===== config.mk =====
export PLATFORM = sky130hd
export DESIGN_NAME = id_stage
export DESIGN_NICKNAME = d
export VERILOG_FILES = /design/src/rtl/id_stage.sv
export SDC_FILE = /design/constraint.sdc
export NUM_CORES = 1
export LEC_CHECK = 0
export BUFFER_PORTS_ARGS = -buffer_cell sky130_fd_sc_hd__buf_2
export CORE_ASPECT_RATIO = 0.5
export CORE_MARGIN = 8
export CORE_UTILIZATION = 35
export DETAILED_ROUTE_END_ITERATION = 12
export PLACE_DENSITY_LB_ADDON = 0.15
export RECOVER_POWER = 100
export SYNTH_ARGS = -nofsm -noshare
export SYNTH_HDL_FRONTEND = slang
export SYNTH_SLANG_ARGS = --single-unit

===== constraint.sdc =====
create_clock -name clk -period 5.9 [get_ports clk]
set_clock_uncertainty 0.2 [all_clocks]
set_input_delay 1.18 -clock clk [delete_from_list [all_inputs] [get_ports clk]]
set_output_delay 1.18 -clock clk [all_outputs]
set_load 0.005 [all_outputs]

===== src/rtl/id_stage.sv =====
// Registered RV32I + CSR decode stage with valid/ready flow, jump flush and load-use interlock.
// Build option: define ID_RVM_EN to accept the RV32M (MUL..REMU) encodings as R-type.
module id_stage #(
    parameter int unsigned XLEN     = 32,
    parameter int unsigned RF_AW    = 5,
    parameter int unsigned LOAD_LAT = 1
) (
    input  logic             clk,
    input  logic             rst,
    input  logic             in_valid_i,
    output logic             in_ready_o,
    input  logic [31:0]      inst_i,
    input  logic [XLEN-1:0]  inst_addr_i,
    output logic [RF_AW-1:0] reg1_raddr_o,
    output logic [RF_AW-1:0] reg2_raddr_o,
    input  logic [XLEN-1:0]  reg1_rdata_i,
    input  logic [XLEN-1:0]  reg2_rdata_i,
    output logic [11:0]      csr_raddr_o,
    input  logic [XLEN-1:0]  csr_rdata_i,
    input  logic             ex_jump_flag_i,
    output logic             out_valid_o,
    input  logic             out_ready_i,
    output logic [31:0]      inst_o,
    output logic [XLEN-1:0]  inst_addr_o,
    output logic [XLEN-1:0]  op1_o,
    output logic [XLEN-1:0]  op2_o,
    output logic [XLEN-1:0]  store_data_o,
    output logic             reg_we_o,
    output logic [RF_AW-1:0] reg_waddr_o,
    output logic             csr_we_o,
    output logic [11:0]      csr_waddr_o,
    output logic [XLEN-1:0]  csr_rdata_o,
    output logic [2:0]       compare_o,
    output logic             illegal_o
);

    localparam int unsigned CSR_AW = 12;
    localparam int unsigned CNT_W  = 2;

    localparam logic [6:0] OPC_LUI    = 7'b0110111;
    localparam logic [6:0] OPC_AUIPC  = 7'b0010111;
    localparam logic [6:0] OPC_JAL    = 7'b1101111;
    localparam logic [6:0] OPC_JALR   = 7'b1100111;
    localparam logic [6:0] OPC_BRANCH = 7'b1100011;
    localparam logic [6:0] OPC_LOAD   = 7'b0000011;
    localparam logic [6:0] OPC_STORE  = 7'b0100011;
    localparam logic [6:0] OPC_OPIMM  = 7'b0010011;
    localparam logic [6:0] OPC_OP     = 7'b0110011;
    localparam logic [6:0] OPC_FENCE  = 7'b0001111;
    localparam logic [6:0] OPC_SYSTEM = 7'b1110011;

    localparam logic [1:0] OP1_ZERO = 2'd0;
    localparam logic [1:0] OP1_RS1  = 2'd1;
    localparam logic [1:0] OP1_PC   = 2'd2;
    localparam logic [1:0] OP1_IMM  = 2'd3;
    localparam logic [1:0] OP2_ZERO = 2'd0;
    localparam logic [1:0] OP2_RS2  = 2'd1;
    localparam logic [1:0] OP2_IMM  = 2'd2;

    typedef struct packed {
        logic [31:0]       inst;
        logic [XLEN-1:0]   addr;
        logic [XLEN-1:0]   op1;
        logic [XLEN-1:0]   op2;
        logic [XLEN-1:0]   store_data;
        logic              reg_we;
        logic [RF_AW-1:0]  reg_waddr;
        logic              csr_we;
        logic [CSR_AW-1:0] csr_waddr;
        logic [XLEN-1:0]   csr_rdata;
        logic [2:0]        compare;
        logic              illegal;
    } out_t;

    logic [6:0]       opcode;
    logic [6:0]       funct7;
    logic [2:0]       funct3;
    logic [RF_AW-1:0] rs1;
    logic [RF_AW-1:0] rs2;
    logic [RF_AW-1:0] rd;
    logic [XLEN-1:0]  imm_i, imm_s, imm_b, imm_u, imm_j, zimm;

    logic             use_rs1, use_rs2, dec_we, dec_csr, dec_ill, dec_store, cmp_imm;
    logic [1:0]       op1_sel, op2_sel;
    logic [XLEN-1:0]  imm;
    logic [XLEN-1:0]  rs1_data, rs2_data, op1_c, op2_c, cmp_b;
    logic [2:0]       compare_c;

    logic             stall, capture, out_is_load, load_handoff;
    logic             rs1_used, rs2_used, hit_out, hit_cnt;

    out_t             out_q, out_d;
    logic             out_valid_q, out_valid_d;
    logic [CNT_W-1:0] ld_cnt_q, ld_cnt_d;
    logic [RF_AW-1:0] ld_rd_q, ld_rd_d;

    assign opcode = inst_i[6:0];
    assign funct3 = inst_i[14:12];
    assign funct7 = inst_i[31:25];
    assign rs1    = RF_AW'(inst_i[19:15]);
    assign rs2    = RF_AW'(inst_i[24:20]);
    assign rd     = RF_AW'(inst_i[11:7]);

    assign imm_i = XLEN'($signed(inst_i[31:20]));
    assign imm_s = XLEN'($signed({inst_i[31:25], inst_i[11:7]}));
    assign imm_b = XLEN'($signed({inst_i[31], inst_i[7], inst_i[30:25], inst_i[11:8], 1'b0}));
    assign imm_u = XLEN'($signed({inst_i[31:12], 12'b0}));
    assign imm_j = XLEN'($signed({inst_i[31], inst_i[19:12], inst_i[20], inst_i[30:21], 1'b0}));
    assign zimm  = XLEN'(inst_i[19:15]);

    // Opcode/funct decode into source usage, operand selects and write enables
    always_comb begin
        use_rs1   = 1'b0;
        use_rs2   = 1'b0;
        dec_we    = 1'b0;
        dec_csr   = 1'b0;
        dec_ill   = 1'b0;
        dec_store = 1'b0;
        cmp_imm   = 1'b0;
        op1_sel   = OP1_ZERO;
        op2_sel   = OP2_ZERO;
        imm       = '0;
        case (opcode)
            OPC_LUI: begin
                dec_we = 1'b1; op1_sel = OP1_IMM; imm = imm_u;
            end
            OPC_AUIPC: begin
                dec_we = 1'b1; op1_sel = OP1_PC; op2_sel = OP2_IMM; imm = imm_u;
            end
            OPC_JAL: begin
                dec_we = 1'b1; op1_sel = OP1_PC; op2_sel = OP2_IMM; imm = imm_j;
            end
            OPC_JALR: begin
                dec_ill = (funct3 != 3'b000);
                use_rs1 = 1'b1; dec_we = 1'b1;
                op1_sel = OP1_RS1; op2_sel = OP2_IMM; imm = imm_i;
            end
            OPC_BRANCH: begin
                dec_ill = (funct3[2:1] == 2'b01);
                use_rs1 = 1'b1; use_rs2 = 1'b1;
                op1_sel = OP1_PC; op2_sel = OP2_IMM; imm = imm_b;
            end
            OPC_LOAD: begin
                dec_ill = (funct3 == 3'b011) || (funct3[2:1] == 2'b11);
                use_rs1 = 1'b1; dec_we = 1'b1;
                op1_sel = OP1_RS1; op2_sel = OP2_IMM; imm = imm_i;
            end
            OPC_STORE: begin
                dec_ill = (funct3 > 3'b010);
                use_rs1 = 1'b1; use_rs2 = 1'b1; dec_store = 1'b1;
                op1_sel = OP1_RS1; op2_sel = OP2_IMM; imm = imm_s;
            end
            OPC_OPIMM: begin
                use_rs1 = 1'b1; dec_we = 1'b1; cmp_imm = 1'b1;
                op1_sel = OP1_RS1; op2_sel = OP2_IMM; imm = imm_i;
                if (funct3 == 3'b001)
                    dec_ill = (funct7 != 7'b0000000);
                else if (funct3 == 3'b101)
                    dec_ill = (funct7 != 7'b0000000) && (funct7 != 7'b0100000);
            end
            OPC_OP: begin
                use_rs1 = 1'b1; use_rs2 = 1'b1; dec_we = 1'b1;
                op1_sel = OP1_RS1; op2_sel = OP2_RS2;
                if (funct7 == 7'b0100000)
                    dec_ill = (funct3 != 3'b000) && (funct3 != 3'b101);
                else if (funct7 == 7'b0000001) begin
`ifdef ID_RVM_EN
                    dec_ill = 1'b0;
`else
                    dec_ill = 1'b1;
`endif
                end else
                    dec_ill = (funct7 != 7'b0000000);
            end
            OPC_FENCE: begin
                dec_ill = 1'b0;
            end
            OPC_SYSTEM: begin
                // funct3==0 covers ecall/ebreak/mret, which pass through as NOP
                if (funct3 == 3'b100)
                    dec_ill = 1'b1;
                else if (funct3 != 3'b000) begin
                    dec_csr = 1'b1; dec_we = 1'b1;
                    if (funct3[2]) begin
                        op1_sel = OP1_IMM; imm = zimm;
                    end else begin
                        use_rs1 = 1'b1; op1_sel = OP1_RS1;
                    end
                end
            end
            default: dec_ill = 1'b1;
        endcase
        if (dec_ill) begin
            use_rs1   = 1'b0;
            use_rs2   = 1'b0;
            dec_we    = 1'b0;
            dec_csr   = 1'b0;
            dec_store = 1'b0;
        end
    end

    // Operand muxing and compare flags
    always_comb begin
        rs1_data = use_rs1 ? reg1_rdata_i : '0;
        rs2_data = use_rs2 ? reg2_rdata_i : '0;
        case (op1_sel)
            OP1_RS1: op1_c = rs1_data;
            OP1_PC:  op1_c = inst_addr_i;
            OP1_IMM: op1_c = imm;
            default: op1_c = '0;
        endcase
        case (op2_sel)
            OP2_RS2: op2_c = rs2_data;
            OP2_IMM: op2_c = imm;
            default: op2_c = '0;
        endcase
        cmp_b     = cmp_imm ? imm : rs2_data;
        compare_c = {($signed(rs1_data) >= $signed(cmp_b)), (rs1_data >= cmp_b), (rs1_data == cmp_b)};
    end

    assign reg1_raddr_o = use_rs1 ? rs1 : '0;
    assign reg2_raddr_o = use_rs2 ? rs2 : '0;
    assign csr_raddr_o  = dec_csr ? inst_i[31:20] : '0;

    // Load-use interlock against the load still in ID and the one just handed to EX
    assign rs1_used     = use_rs1 && (rs1 != '0);
    assign rs2_used     = use_rs2 && (rs2 != '0);
    assign out_is_load  = (out_q.inst[6:0] == OPC_LOAD) && !out_q.illegal;
    assign hit_out      = out_valid_q && out_is_load &&
                          ((rs1_used && (rs1 == out_q.reg_waddr)) || (rs2_used && (rs2 == out_q.reg_waddr)));
    assign hit_cnt      = (ld_cnt_q != '0) &&
                          ((rs1_used && (rs1 == ld_rd_q)) || (rs2_used && (rs2 == ld_rd_q)));
    assign stall        = hit_out || hit_cnt;
    assign in_ready_o   = (!out_valid_q || out_ready_i) && !stall;
    assign capture      = in_valid_i && in_ready_o && !ex_jump_flag_i;
    assign load_handoff = out_valid_q && out_ready_i && out_is_load;

    // Next state of the output register and load counter
    always_comb begin
        out_d       = out_q;
        out_valid_d = out_valid_q;
        ld_cnt_d    = ld_cnt_q;
        ld_rd_d     = ld_rd_q;
        if (ex_jump_flag_i) begin
            out_valid_d = 1'b0;
        end else if (capture) begin
            out_valid_d          = 1'b1;
            out_d.inst           = inst_i;
            out_d.addr           = inst_addr_i;
            out_d.op1            = op1_c;
            out_d.op2            = op2_c;
            out_d.store_data     = dec_store ? rs2_data : '0;
            out_d.reg_we         = dec_we && (rd != '0);
            out_d.reg_waddr      = rd;
            out_d.csr_we         = dec_csr;
            out_d.csr_waddr      = inst_i[31:20];
            out_d.csr_rdata      = dec_csr ? csr_rdata_i : '0;
            out_d.compare        = compare_c;
            out_d.illegal        = dec_ill;
        end else if (out_ready_i) begin
            out_valid_d = 1'b0;
        end
        if (load_handoff) begin
            ld_cnt_d = CNT_W'(LOAD_LAT);
            ld_rd_d  = out_q.reg_waddr;
        end else if (ld_cnt_q != '0) begin
            ld_cnt_d = ld_cnt_q - CNT_W'(1);
        end
    end

    always_ff @(posedge clk) begin
        if (rst) begin
            out_q       <= '0;
            out_valid_q <= 1'b0;
            ld_cnt_q    <= '0;
            ld_rd_q     <= '0;
        end else begin
            out_q       <= out_d;
            out_valid_q <= out_valid_d;
            ld_cnt_q    <= ld_cnt_d;
            ld_rd_q     <= ld_rd_d;
        end
    end

    assign out_valid_o  = out_valid_q;
    assign inst_o       = out_q.inst;
    assign inst_addr_o  = out_q.addr;
    assign op1_o        = out_q.op1;
    assign op2_o        = out_q.op2;
    assign store_data_o = out_q.store_data;
    assign reg_we_o     = out_q.reg_we;
    assign reg_waddr_o  = out_q.reg_waddr;
    assign csr_we_o     = out_q.csr_we;
    assign csr_waddr_o  = out_q.csr_waddr;
    assign csr_rdata_o  = out_q.csr_rdata;
    assign compare_o    = out_q.compare;
    assign illegal_o    = out_q.illegal;

endmodule


# Word level (Yosys, flattened, before mapping)
# Index checks and enable logic that the tools add are counted.
classes:
  magnitude_cmp: 3
  bitwise_logic: 1
  eq_ne: 32
  n_reduce_logical: 47
  n_addsub: 1
  n_mux: 45
ops:
  columns: ["cell", "n"]
  rows:
  - ["32-bit one-hot mux with 6 select lines", 1]
  - ["32-bit two-way mux", 5]
  - ["32-bit one-hot mux with 3 select lines", 1]
  - ["32-bit greater-or-equal comparator", 2]
  - ["32-bit one-hot mux with 2 select lines", 1]
  - ["32-bit == test", 1]
  - ["7-bit by 6-bit == test with 1-bit output, second input constant", 4]
  - ["7-bit == test, second input constant", 4]
  - ["5-bit two-way mux", 5]
  - ["1-bit two-way mux", 23]
  - ["5-bit == test", 4]
  - ["1-bit logical AND", 18]
  - ["5-bit nonzero test", 3]
  - ["7-bit by 2-bit == test with 1-bit output, second input constant", 2]
  - ["7-bit by 5-bit == test with 1-bit output, second input constant", 2]
  - ["7-bit OR reduction", 2]
  - ["12-bit two-way mux", 1]
  - ["3-bit OR reduction", 3]
  - ["2-bit == test, second input constant", 4]
  - ["1-bit one-hot mux with 8 select lines", 1]
  - ["2-bit one-hot mux with 4 select lines", 1]
  - ["7-bit by 1-bit == test with 1-bit output, second input constant", 1]
  - ["7-bit by 4-bit == test with 1-bit output, second input constant", 1]
  - ["7-bit by 6-bit inequality test with 1-bit output, second input constant", 1]
  - ["other kinds (21)", 38]
word_totals:
  input_bits: 165
  register_bits: 223

# Longest topological paths before layout
logic_depth:
  ltp_word: 16
  mapped_depth: 18

# Worst setup path after synthesis
# No wires, ideal clock.
synth_path:
  path_type: "input to register"
  from: "in inst_i[4]"
  to: "reg out_q, in the netlist compare_o[2]"
  path_slack_ps: 650
  arrival_time_ps: 4916
  t_required_ps: 5566
  path_stages: 17
  path_cell_list: "buf_2 nor2b_1 and3_4 and4b_4 or3_1 buf_2 nor3_1 clkbuf_1 and2_1 ha_1 a211o_1 a21oi_1 a311o_1 a31oi_1 a2111oi_0 mux2i_1 a211oi_1"
synth_via:
  elab_chain_len: 14
  word_cells_on_any_way: 43
  classes_between: "1 x order compare; 11 x eq/ne; 10 x mux; 21 x reduce/logical"
synth_lines:
  columns: ["item", "line", "rtl"]
  rows:
  - ["from (decl)", "12", "input logic [31:0] inst_i,"]
  - ["parallel branches: the longest is 14 deep, another holds 32-bit greater-or-equal comparator", null, null]
  - ["to (signal assigned)", "278", "out_q <= out_d;"]
  - ["to (decl)", "92", "out_t out_q, out_d;"]
# Several ways; the timed one is not identified.
# A chain may end at the register's enable or synchronous reset.

# Worst setup path in the final report
layout_path:
  from: "in inst_i[2]"
  to: "reg out_q, in the netlist compare_o[2]"
# Same word-level chain as after synthesis.

==> flow_summary.yaml <==
outcome:
  status: "finished with violations"
  violations: "capacitance limit, slew limit"
final_layout:
  syn2layout_area_growth_pct: 22.49
  drive_gt1_share_pct: 19.71
  finalInstanceArea_um2: 13410
  nets: 1796
routing:
  ant_nets: 0
  drt_pass1_iterations: 7
  vias: 11760
  drtIter0Drc: 1190
  wl_per_cell_um: 24.66
  wirelength_um: 50170
  drc: 0
  vias_per_cell: 5.781
logic_synthesis:
  synth_top_area_share_pct: 37.67
  yosysUniqueCellTypes: 64
  syn_inst: 1311
  synthArstFlopShare_pct: 0
  synth_most_common_cell: "dfxtp_1"
  synthTopCellsByCount: "dfxtp_1, a21oi_1, o21ai_0"
  synth_area_leaders: "dfxtp_1, a21oi_1, o21ai_0"
  netlist_area_um2: 10950
  yosysWarnings: 0
  synth_nets: 1511
  ys_seq_area_share_pct: 37.67
  avgSynthCellArea_um2: 8.350
  synth_ff_type: "dfxtp_1"
  ys_seq_elements: 206
  synth_edf_count: 0
  synth_top_area_cell: "dfxtp_1"
timing:
  maxSlewViolCount: 228
  relSlewSlack_pct: -151.3
  setup_violations: 0
  hold_viol_final: 0
  finalCriticalPeriod_ns: 5.225
  fin_crit_sh_pct: 88.56
  fin_ws_ns: 0.6749
  tns_ns: 0
  worst_pin_slew_ns: 3.769
  rsz0062_at_grt: "no"
  max_freq_mhz: 191.4
placed_design:
  numPortBuffers: 403
  pre_cts_slack_ns: 0.4634
  gp_congestion: 0.9338
  place_hpwl_um: 37040
  place_area_um2: 13000
grt:
  grt_start_max_net_pins: 159
  first_global_vias: 11340
  grt_antenna_before_repair: 5
  grt_pass1_wl_um: 73320
  gr-total-overflow: 0
  track_usage_pct: 24.88
setup_path:
  critPathKind: "primary input to flip-flop"
  rrSetupSlack_ns: 1.35
  critPathLaunch: "inst_i[2]"
  startpoint_type: "primary input"
  critPathMaxFanout: 37
  end_kind: "flip-flop"
  cp.required_ns: 5.92
  arrival_ns: 5.24
  r2r-start: "inst_o[2]"
clocking:
  insertion_delay_ns: 0.50
  ctsHoldBuffers: 0
  clkSinkCount: 206
  root_buffer: "clkbuf_16"
  cts_tree: "done"
  cts_buffers: 21
  clkSlewWorstSetupHoldPaths_ns: 0.07
  cts_resized: 0
  cts_max_path_buffers: 3
  post_cts.repair.setup_buffers: 0
  htree_levels: 1
die:
  core_area_um2: 30570
  start_util_pct: 35.81
  dieWidth_um: 266.1
  die_h_um: 141.1
  dieArea_um2: 37540
  rows: 45
  num_io_pins: 404
flow_run:
  drv_cap: 3
worst_hold_path:
  hold_path_class: "flip-flop to flip-flop"
  min_from: "op2_o[31]"
pwr:
  ir_drop_uv: 156.2
  cellPowerDensity_nw_per_um2: 237.1
  p_leak_nw: 5.142
power by group:
| part | switching (mW) | internal, mW | leakage (nW) |
|---|---|---|---|
| Sequential | 0.0244 | 1.43 | 1.67 |
| Clock | 0.580 | 0.727 | 0.317 |
| Combinational | 0.270 | 0.151 | 3.15 |
final cells by class:
type                       count  area [µm²]
clock inverter                 8       78.83
antenna                        4       10.01
tap                          423       529.3
fill                        3271       17160
clock buffer                  27       568.0
timing repair buffer         431        2056
sequential                   206        4124
inverter                       7       26.28
multi-input combinational    929        6017
logic make-up (layout without fill, tap and decap cells):
group           count (synthesis)  count (layout)  share of synthesized area, %
mux                             6               6                        0.5487
xor+xnor                       22              22                         1.760
fa+ha+maj                      35              35                         4.000
flops                         206             206                         37.67
compound gates                515             515                         29.58
simple gates                  351             351                         18.80
buf+inv                       176             473                         7.635
other cells                     0               4                             0
sequential cells by signal, indices dropped and copies added (netlist names):
| register | count |
|---|---|
| op1_o | 32 |
| csr_we_o | 1 |
| inst_o | 32 |
| inst_addr_o | 32 |
| op2_o | 32 |
| ld_cnt_q | 2 |
| illegal_o | 1 |
| reg_we_o | 1 |
| compare_o | 3 |
| store_data_o | 32 |
| ld_rd_q | 5 |
| csr_rdata_o | 32 |
| out_valid_o | 1 |
metrics by stage:
stage / util (%) / total power [mW] / instances / hold slack [ns]
floorplan: - / 1.697 / 1311 / 0.2558
global placement: 42.52 / 1.902 / 1996 / 0.2443
detailed placement: 42.52 / 1.907 / 1996 / 0.2414
CTS: 44.63 / 3.211 / 2031 / 0.2608
global route: 43.85 / 3.311 / 2034 / 0.2896
finish: 43.86 / 3.180 / 2035 / 0.2670
layout by cell type (no fill, tap or decap), drive strengths merged, types with 7 or more instances in the layout:
cell	n
nor3	15
a222oi	22
buf	267
nand2	19
nor2	24
inv	8
o2bb2ai	32
xor2	10
nand2b	38
a22oi	49
dfxtp	206
a211oi	30
a21oi	173
o21ai	150
or3	14
a21o	22
nand4	72
xnor2	12
clkbuf	191
ha	35
nand3	72
and3	7
and2	59
per-layer routing:
layer  up-vias  wire, µm  global-route usage [%]
li1       5468         -                       -
met1      5694     20830                   31.79
met2       493     24050                   41.79
met3       109      3434                   4.635
met4         0      1853                   8.658
met5         -         0                       0
worst max-delay path, cell delays in order:
cell	delay, ns
buf_2	0.21
and4bb_1	0.26
and3_4	0.25
and4b_1	0.28
or3_1	0.50
nor3_1	0.39
buf_12	0.23
and2_1	0.15
ha_1	0.25
a211o_1	0.30
a21oi_1	0.11
a311o_1	0.20
a31oi_1	0.09
a2111oi_0	0.37
buf_4	0.19
mux2i_1	0.18
a211oi_1	0.09
path summary, 6_finish.rpt:
path,to,depth (start not counted)
worst max-delay path,compare_o[2],17
worst max register to register,op1_o[24],8
worst min-delay path,op2_o[31],1
worst min register to register,op2_o[31],1
(Power assumes the default switching activity.)
